`src/rtl/mips_fetch_pkg.sv`:
```
// mips_fetch_pkg: shared constants and types for the MIPS fetch front-end.
//   RESET_PC_DEFAULT - first fetch address after reset
//   WORD_MASK        - clears address bits [1:0]
//   fetch_entry_t    - prefetch FIFO entry {instruction, fetch PC + 4}
package mips_fetch_pkg;

  localparam logic [31:0] RESET_PC_DEFAULT = 32'h0040_0000;
  localparam logic [31:0] WORD_MASK        = 32'hFFFF_FFFC;

  typedef struct packed {
    logic [31:0] instr;
    logic [31:0] pc_plus4;
  } fetch_entry_t;

  localparam int ENTRY_W = $bits(fetch_entry_t);

endpackage

```
`src/rtl/fetch_fifo.sv`:
```
// fetch_fifo: synchronous FIFO for the prefetch buffer.
//   clk, reset  - clock, asynchronous active-high reset
//   push_i      - write wdata_i at the tail
//   pop_i       - drop the head entry
//   clear_i     - empty the FIFO (wins over push/pop)
//   rdata_o     - head entry (reads 0 when empty after reset)
//   count_o     - number of valid entries
// The caller never pushes when full nor pops when empty.
module fetch_fifo #(
  parameter int WIDTH = 64,
  parameter int DEPTH = 4
) (
  input  logic                     clk,
  input  logic                     reset,
  input  logic                     push_i,
  input  logic [WIDTH-1:0]         wdata_i,
  input  logic                     pop_i,
  input  logic                     clear_i,
  output logic [WIDTH-1:0]         rdata_o,
  output logic [$clog2(DEPTH):0]   count_o
);
  localparam int AW = $clog2(DEPTH);

  logic [DEPTH-1:0][WIDTH-1:0] mem_q;
  logic [AW-1:0]               rd_q, rd_d, wr_q, wr_d;
  logic [AW:0]                 cnt_q, cnt_d;

  always_comb begin
    rd_d  = rd_q;
    wr_d  = wr_q;
    cnt_d = cnt_q;
    if (clear_i) begin
      rd_d  = '0;
      wr_d  = '0;
      cnt_d = '0;
    end else begin
      if (push_i) wr_d = wr_q + 1'b1;
      if (pop_i)  rd_d = rd_q + 1'b1;
      cnt_d = cnt_q + (AW+1)'(push_i) - (AW+1)'(pop_i);
    end
  end

  always_ff @(posedge clk or posedge reset) begin
    if (reset) begin
      mem_q <= '0;
      rd_q  <= '0;
      wr_q  <= '0;
      cnt_q <= '0;
    end else begin
      rd_q  <= rd_d;
      wr_q  <= wr_d;
      cnt_q <= cnt_d;
      if (push_i && !clear_i) mem_q[wr_q] <= wdata_i;
    end
  end

  assign rdata_o = mem_q[rd_q];
  assign count_o = cnt_q;

endmodule

```
`src/rtl/instruction_fetch_unit.sv`:
```
// instruction_fetch_unit: fetch-stage front-end of the pipelined MIPS core.
// Owns the fetch PC, issues in-order pipelined imem requests under a credit
// limit, buffers returned words in a prefetch FIFO and presents
// {instruction, PC+4} to IF/ID. Redirects flush the FIFO and discard the
// responses still owed for requests issued before the redirect.
//   clk, reset                         - clock, asynchronous active-high reset
//   i_Redirect, i_RedirectPC_32        - redirect strobe and target
//   i_Stall                            - IF/ID not accepting
//   o_ImemReq, o_ImemAddr_32, i_ImemGnt - request channel
//   i_ImemValid, i_ImemData_32         - in-order response channel
//   o_Valid, o_Instruction_32, o_PCPlus4_32 - head entry toward IF/ID
module instruction_fetch_unit
  import mips_fetch_pkg::*;
#(
  parameter logic [31:0] RESET_PC   = RESET_PC_DEFAULT,
  parameter int          FIFO_DEPTH = 4
) (
  input  logic        clk,
  input  logic        reset,
  input  logic        i_Redirect,
  input  logic [31:0] i_RedirectPC_32,
  input  logic        i_Stall,
  output logic        o_ImemReq,
  output logic [31:0] o_ImemAddr_32,
  input  logic        i_ImemGnt,
  input  logic        i_ImemValid,
  input  logic [31:0] i_ImemData_32,
  output logic        o_Valid,
  output logic [31:0] o_Instruction_32,
  output logic [31:0] o_PCPlus4_32
);
  localparam int CW = $clog2(FIFO_DEPTH) + 1;

  logic [31:0]   fpc_q, fpc_d, rpc_q, rpc_d;
  logic [CW-1:0] out_q, out_d, dsc_q, dsc_d;
  logic [CW-1:0] cnt;
  logic          have_credit, gnt, pop, push, clear;
  fetch_entry_t  push_entry, head;

  // Credit: every outstanding request, stale or not, reserves a FIFO slot,
  // so a response can never land in a full FIFO.
  assign have_credit = ({1'b0, cnt} + {1'b0, out_q}) < (CW+1)'(FIFO_DEPTH);
  assign o_ImemReq   = ~reset & ~i_Redirect & have_credit;
  assign o_ImemAddr_32 = fpc_q;
  assign gnt         = o_ImemReq & i_ImemGnt;

  assign o_Valid = (cnt != '0) & ~i_Redirect;
  assign pop     = o_Valid & ~i_Stall;

  assign push_entry.instr    = i_ImemData_32;
  assign push_entry.pc_plus4 = rpc_q + 32'd4;

  always_comb begin
    fpc_d = fpc_q;
    rpc_d = rpc_q;
    out_d = out_q + CW'(gnt) - CW'(i_ImemValid);
    dsc_d = dsc_q;
    push  = 1'b0;
    clear = 1'b0;
    if (i_Redirect) begin
      // Everything still in flight belongs to the old path; a response
      // arriving now is dropped and no longer owed.
      clear = 1'b1;
      fpc_d = i_RedirectPC_32 & WORD_MASK;
      rpc_d = i_RedirectPC_32 & WORD_MASK;
      dsc_d = out_q - CW'(i_ImemValid);
    end else begin
      if (gnt) fpc_d = fpc_q + 32'd4;
      if (i_ImemValid) begin
        if (dsc_q != '0) begin
          dsc_d = dsc_q - 1'b1;
        end else begin
          push  = 1'b1;
          rpc_d = rpc_q + 32'd4;
        end
      end
    end
  end

  always_ff @(posedge clk or posedge reset) begin
    if (reset) begin
      fpc_q <= RESET_PC;
      rpc_q <= RESET_PC;
      out_q <= '0;
      dsc_q <= '0;
    end else begin
      fpc_q <= fpc_d;
      rpc_q <= rpc_d;
      out_q <= out_d;
      dsc_q <= dsc_d;
    end
  end

  fetch_fifo #(
    .WIDTH (ENTRY_W),
    .DEPTH (FIFO_DEPTH)
  ) u_fifo (
    .clk     (clk),
    .reset   (reset),
    .push_i  (push),
    .wdata_i (push_entry),
    .pop_i   (pop),
    .clear_i (clear),
    .rdata_o (head),
    .count_o (cnt)
  );

  assign o_Instruction_32 = head.instr;
  assign o_PCPlus4_32     = head.pc_plus4;

endmodule

```
`config.mk`:
```
export PLATFORM = sky130hd
export DESIGN_NAME = instruction_fetch_unit
export DESIGN_NICKNAME = d
export VERILOG_FILES = /design/src/rtl/mips_fetch_pkg.sv /design/src/rtl/fetch_fifo.sv /design/src/rtl/instruction_fetch_unit.sv
export SDC_FILE = /design/constraint.sdc
export NUM_CORES = 1
export LEC_CHECK = 0
export ABC_AREA = 1
export BUFFER_PORTS_ARGS = -buffer_cell sky130_fd_sc_hd__buf_2
export CELL_PAD_IN_SITES_DETAIL_PLACEMENT = 1
export CELL_PAD_IN_SITES_GLOBAL_PLACEMENT = 2
export CORE_ASPECT_RATIO = 1.2
export CORE_MARGIN = 3
export CORE_UTILIZATION = 33
export CTS_BUF_LIST = sky130_fd_sc_hd__clkbuf_4
export CTS_CLUSTER_SIZE = 16
export DETAILED_ROUTE_END_ITERATION = 6
export PLACE_DENSITY_LB_ADDON = 0.1
export RECOVER_POWER = 25
export SETUP_SLACK_MARGIN = 0.4
export SYNTH_ARGS = -nofsm -noshare
export SYNTH_HDL_FRONTEND = slang
export SYNTH_HIERARCHICAL = 1
export SYNTH_SLANG_ARGS = --single-unit
```
`constraint.sdc`:
```
create_clock -name clk -period 9.5 [get_ports clk]
set_input_delay 1.9 -clock clk [delete_from_list [all_inputs] [get_ports clk]]
set_output_delay 1.9 -clock clk [all_outputs]
set_load 0.1 [all_outputs]
```
=== Word level (Yosys, flattened, before mapping) ===
Index checks and enable logic that the tools add are counted.

* Register bits: 333
* Input port bits: 70
* Output and inout port bits: 98
* Logic and storage cells: 69

* Add/sub/neg operators: 11
* Magnitude comparators: 4
* Eq/ne operators: 1
* Mux-type cells: 22
* Bitwise gates (word level): 8
* Reduce and logical (&&, ||, !) cells: 12

{| class="wikitable"
|+ Operators with widths
! cell !! number
|-
| $bwmux 256 || 1
|-
| $mux 32 || 5
|-
| $bmux 64 s2 || 1
|-
| $demux 64 s2 || 1
|-
| $mux 64 || 2
|-
| $add 32x3->32 const B || 2
|-
| $mux 3 || 4
|-
| $reduce_bool 2->1 || 5
|-
| $sub 3x1->3 || 3
|-
| $mux 2 || 4
|-
| $add 3x1->3 || 2
|-
| $lt 2x3->1 const B || 2
|-
| $reduce_bool 3->1 || 2
|-
| $and 1x1->1 || 5
|-
| $add 2x1->2 const B || 2
|-
| $add 3x3->4 || 1
|-
| $lt 4x3->1 const B || 1
|-
| $mux 1 || 4
|-
| $reduce_and 2->1 || 2
|-
| $not 1->1 || 3
|-
| $sub 3x1->3 const B || 1
|-
| $ge 2x1->1 const B || 1
|-
| $logic_and 1x1->1 || 2
|-
| $ne 2x2->1 const B || 1
|-
| $logic_not 1->1 || 1
|}

=== Longest topological paths before layout ===
* Word-level depth: 7
* Depth in mapped cells: 14
* Mapped depth without buffers: 12

=== By module ===
Netlist, hierarchy kept.

{| class="wikitable"
|+ By module, submodules not included
! module !! times used !! cells an instance !! area an instance (um^2) !! seq. area each (um^2)
|-
| fetch_fifo || 1 || 1429 || 11873.9 || 6581.3
|-
| instruction_fetch_unit || 1 || 696 || 4722.0 || 1654.1
|}

=== Least setup slack after synthesis ===
Ideal clock, no wire load.

* Path kind: input to output
* Start: input port i_Redirect
* End: output port o_ImemReq
* Arrival time: 4355 ps
* Required time: 7600 ps
* Setup slack: 3245 ps
* Stages on the path: 3
* Path buffers: 1
* Cell sequence: buf_2 > or2_1 > nor3_1

* Cells in the longest elaborated chain, start to end: 3

{| class="wikitable"
|+ Ends and longest elaborated chain
! item !! RTL line !! source
|-
| start: declaration || instruction_fetch_unit.sv:20 || <nowiki>input logic i_Redirect,</nowiki>
|-
| $not 1->1 || instruction_fetch_unit.sv:43 || <nowiki>assign o_ImemReq = ~reset & ~i_Redirect & have_credit;</nowiki>
|-
| $and 1x1->1 (2 in series) || instruction_fetch_unit.sv:43 ||
|-
| end: declaration || instruction_fetch_unit.sv:23 || <nowiki>output logic o_ImemReq,</nowiki>
|}

Every way passes these cells.

=== Worst setup path after layout ===
* Start: input port i_Redirect
* End: register u_fifo/mem_q[126] in the netlist's numbering

* Cells in the longest elaborated chain, start to end: 3
* Elaborated cells between the ends (all ways): 4
* Those cells by class: 2 x mux; 2 x reduce/logical

{| class="wikitable"
|+ Ends and longest elaborated chain
! item !! RTL line !! source
|-
| $mux 1 || instruction_fetch_unit.sv:60 || <nowiki>if (i_Redirect) begin</nowiki>
|-
| $logic_not 1->1 || fetch_fifo.sv:53 || <nowiki>if (push_i && !clear_i) mem_q[wr_q] <= wdata_i;</nowiki>
|-
| $logic_and 1x1->1 * || fetch_fifo.sv:53 ||
|-
| end signal: indexed assignment || fetch_fifo.sv:53 ||
|-
| end: declaration || fetch_fifo.sv:24 || <nowiki>logic [DEPTH-1:0][WIDTH-1:0] mem_q;</nowiki>
|}

Every way passes the cells marked *; elsewhere a longest branch is shown, timed or not.
A chain may end at the register's enable or synchronous reset.

==> results.tsv <==
metric	value	unit
outcome	finished with violations	
violated_checks	max-capacitance violations, max-slew violations	
synth-async-reset-ratio	1.00	
timing.setup.tns	0	ps
post_synth.cell_area_avg	7.81	um^2
clk_path_buf_depth	3	
final_max_slew_viol_count	205	
placement.io_buffers	163	
yosys.area_share.simple	0.206	
instances_no_fill	2987	
power	5.66	mW
worstSetupPathType	primary input to flop	
fin_crit_sh	0.706	
worst_skew_pair.late_latency	810	ps
grt_use_met1	0.235	
grt_setup_unrepaired	false	
seq_area_frac_synth	0.496	
post_synth_instance_area	16600	um^2
cp_data_required_time	10130	ps
most_instantiated_library_cell_after_synthesis	sky130_fd_sc_hd__nand2_1	
routed-via-count	14185	
worst_setup_path_end_kind	flop	
ys_seq_elements	329	
wirelength	48800	um
routed_via_density	4.75	
post-place-cells	2823	
setup_viol_count_final	0	
comb_power_share	0.451	
postSynthCellCount	2125	
switching_share	0.515	
grtUsageMet3	0.0348	
min-delay-path-class	flop to flop	
yosys-mux-area-fraction	0	
numClockSinks	329	
post_route_drc	0	
fp-row-count	89	
switching_power	2.91	mW
grt_util_all_layers	0.187	
final_hold_violating_endpoints	0	
postCtsResizedCells	0	
internal_power	2.75	mW
design.die.area	53000	um^2
drv_cap	4	
worst-path-max-fanout	66	
p_clk_frac	0.229	
synth_compound_gate_area_share	0.163	
firstDrtPassIters	4	
cts-htree-levels	3	
synth_cell_type_count	41	
yosys.area.top_type	sky130_fd_sc_hd__dfrtp_1	
synth-xor-area-share	0.0216	
cts_hold_buf	0	
grt_util_met2	0.319	
clock_tree.root_cell	sky130_fd_sc_hd__clkbuf_4	
relSlewSlack	-1.70	
post_synth_most_frequent_cells	sky130_fd_sc_hd__nand2_1 (649), sky130_fd_sc_hd__o21ai_0 (338), sky130_fd_sc_hd__dfrtp_1 (327)	
grt_pass1_wl	79300	um
ys.warnings.count	6	
maxClockFrequency	149	MHz
overall_die_width	211	um
globalRoute.totalOverflow	0	
synth.top_cell.area_share	0.493	
synth_enable_flop_cells	0	
dr.first_iter.drc_count	584	
ant_nets	0	
cts_buffers	94	
globalplace.congestion	0.824	
cts_tree	built	
initial_utilization	0.336	
tightestPinTransition	4050	ps
postCtsSetupRepairBufs	0	
final_critical_path_required_period	6710	ps
fin_worst_skew	55.1	ps
area_growth_from_synthesis_to_final_layout	14.1	%
die-height	252	um
peakVddDrop	0.000184	V
power_leakage	9.04	nW
wire_per_inst	16.3	um
dp.final_hpwl	31100	um
grt_pass1_vias	14834	
synth.top_cells.by_area	sky130_fd_sc_hd__dfrtp_1 (49%), sky130_fd_sc_hd__nand2_1 (15%), sky130_fd_sc_hd__o21ai_0 (10%)	
timing.critical_path.arrival	7340	ps
io-pin-count	168	
clock_pin_slew_on_the_worst_setup_and_hold_paths	50	ps
power-per-cell-area	299	nW/um^2
grt_start_max_net_pins	142	
post_synth_fa_ha_maj_area_fraction	0.0145	
fp.coreArea	49400	um^2
ys.flop_type	sky130_fd_sc_hd__dfrtp_1	
post_route_cells_drive_above_1_share	0.149	
nNetsFinal	2370	
global_route.peak_usage_layer	met2	
grt_antenna_before_repair	2	
pwr-share-seq	0.320	
setup.worst_path.start_class	primary input	
main_combinational_cell_family_by_area_after_synthesis	simple AND/OR/NAND/NOR gates	
-- critical path, stage by stage --
cell and delay [ps]:
sky130_fd_sc_hd__buf_2 90, sky130_fd_sc_hd__clkbuf_1 840, sky130_fd_sc_hd__inv_1 210, sky130_fd_sc_hd__clkbuf_1 1410
sky130_fd_sc_hd__nand3_1 450, sky130_fd_sc_hd__inv_2 640, sky130_fd_sc_hd__inv_1 160, sky130_fd_sc_hd__nor2_4 290
sky130_fd_sc_hd__nand2_4 470, sky130_fd_sc_hd__buf_4 530, sky130_fd_sc_hd__nand2_1 150, sky130_fd_sc_hd__o21ai_0 90
-- cell type report --
class                           count  area [um^2]
Antenna cell                        1         2.50
Multi-Input combinational cell   1403         6780
Inverter                          278         1050
Clock buffer                      145         1090
Sequential cell                   329         8240
Clock inverter                     18         68.8
Tap cell                          637          797
Timing Repair Buffer              176          910
Fill cell                        6219        30500
-- cell families after synthesis --
logic type	Yosys count
AOI/OAI and AO/OA	498
xor gates and xnor gates	41
adders and majority gates	18
buffers and inverters	396
DFF	329
other	1
and+or+nand+nor	842
-- power by group through the flow --
stage	Combinational (mW)	Sequential [mW]	Clock, mW
after floorplan	1.98	1.95	0
after global placement	2.56	1.83	0
after detailed placement	2.59	1.84	0
after CTS	2.59	1.81	1.37
after global routing	2.73	1.85	1.45
final	2.55	1.81	1.30
-- stage by stage --
stage	hold slack [ps]	worst slack, ps	util	area, um^2
6_report	478	2790	0.383	18900
5_1_grt	504	2190	0.383	18900
4_1_cts	483	3960	0.383	18900
3_5_place_dp	467	3860	0.360	17800
3_3_place_gp	460	3930	0.360	17800
2_1_floorplan	448	3240	-	16600
-- layout by cell type (no fill, tap or decap), drive strengths merged, types with 30 or more instances in the layout --
cell type	netlist	routed
o21ai	343	343
clkbuf	42	150
nand3	73	73
xor2	30	30
nor2	87	87
nand2	655	655
o211ai	77	77
buf	76	171
dfrtp	327	327
inv	278	277
a21oi	70	70
-- metal layers --
metal  vias to the layer above  part of all wire
met1                      6772              0.45
met4                         2             0.025
met2                       221              0.49
met5                         -           0.00041
li1                       7109                 -
met3                        81             0.038
-- state kept, by name, indices dropped and copies added, names as in the netlist --
name / count
out_q: 3
u_fifo/mem_q: 256
u_fifo/count_o: 3
u_fifo/rd_q: 2
rpc_q: 30
u_fifo/wr_q: 2
o_ImemAddr_32: 30
dsc_q: 3
-- path summary, 6_finish.rpt --
| path | from | endpoint | slack, ps | cells after the start |
|---|---|---|---|---|
| setup / recovery | i_Redirect | u_fifo/mem_q[126]$_DFFE_PP0P_ | 2790 | 12 |
| hold / removal | u_fifo/mem_q[4]$_DFFE_PP0P_ | u_fifo/mem_q[4]$_DFFE_PP0P_ | 480 | 2 |
| min in group asynchronous | reset | u_fifo/rd_q[0]$_DFFE_PP0P_ | 2450 | 3 |
| setup reg to reg | dsc_q[0]$_DFFE_PP0P_ | u_fifo/mem_q[126]$_DFFE_PP0P_ | 6040 | 12 |
| hold reg to reg | u_fifo/mem_q[4]$_DFFE_PP0P_ | u_fifo/mem_q[4]$_DFFE_PP0P_ | 480 | 2 |
| max in group asynchronous | reset | rpc_q[31]$_DFFE_PP0P_ | 4440 | 3 |
Power figures use the tool's default switching activity.
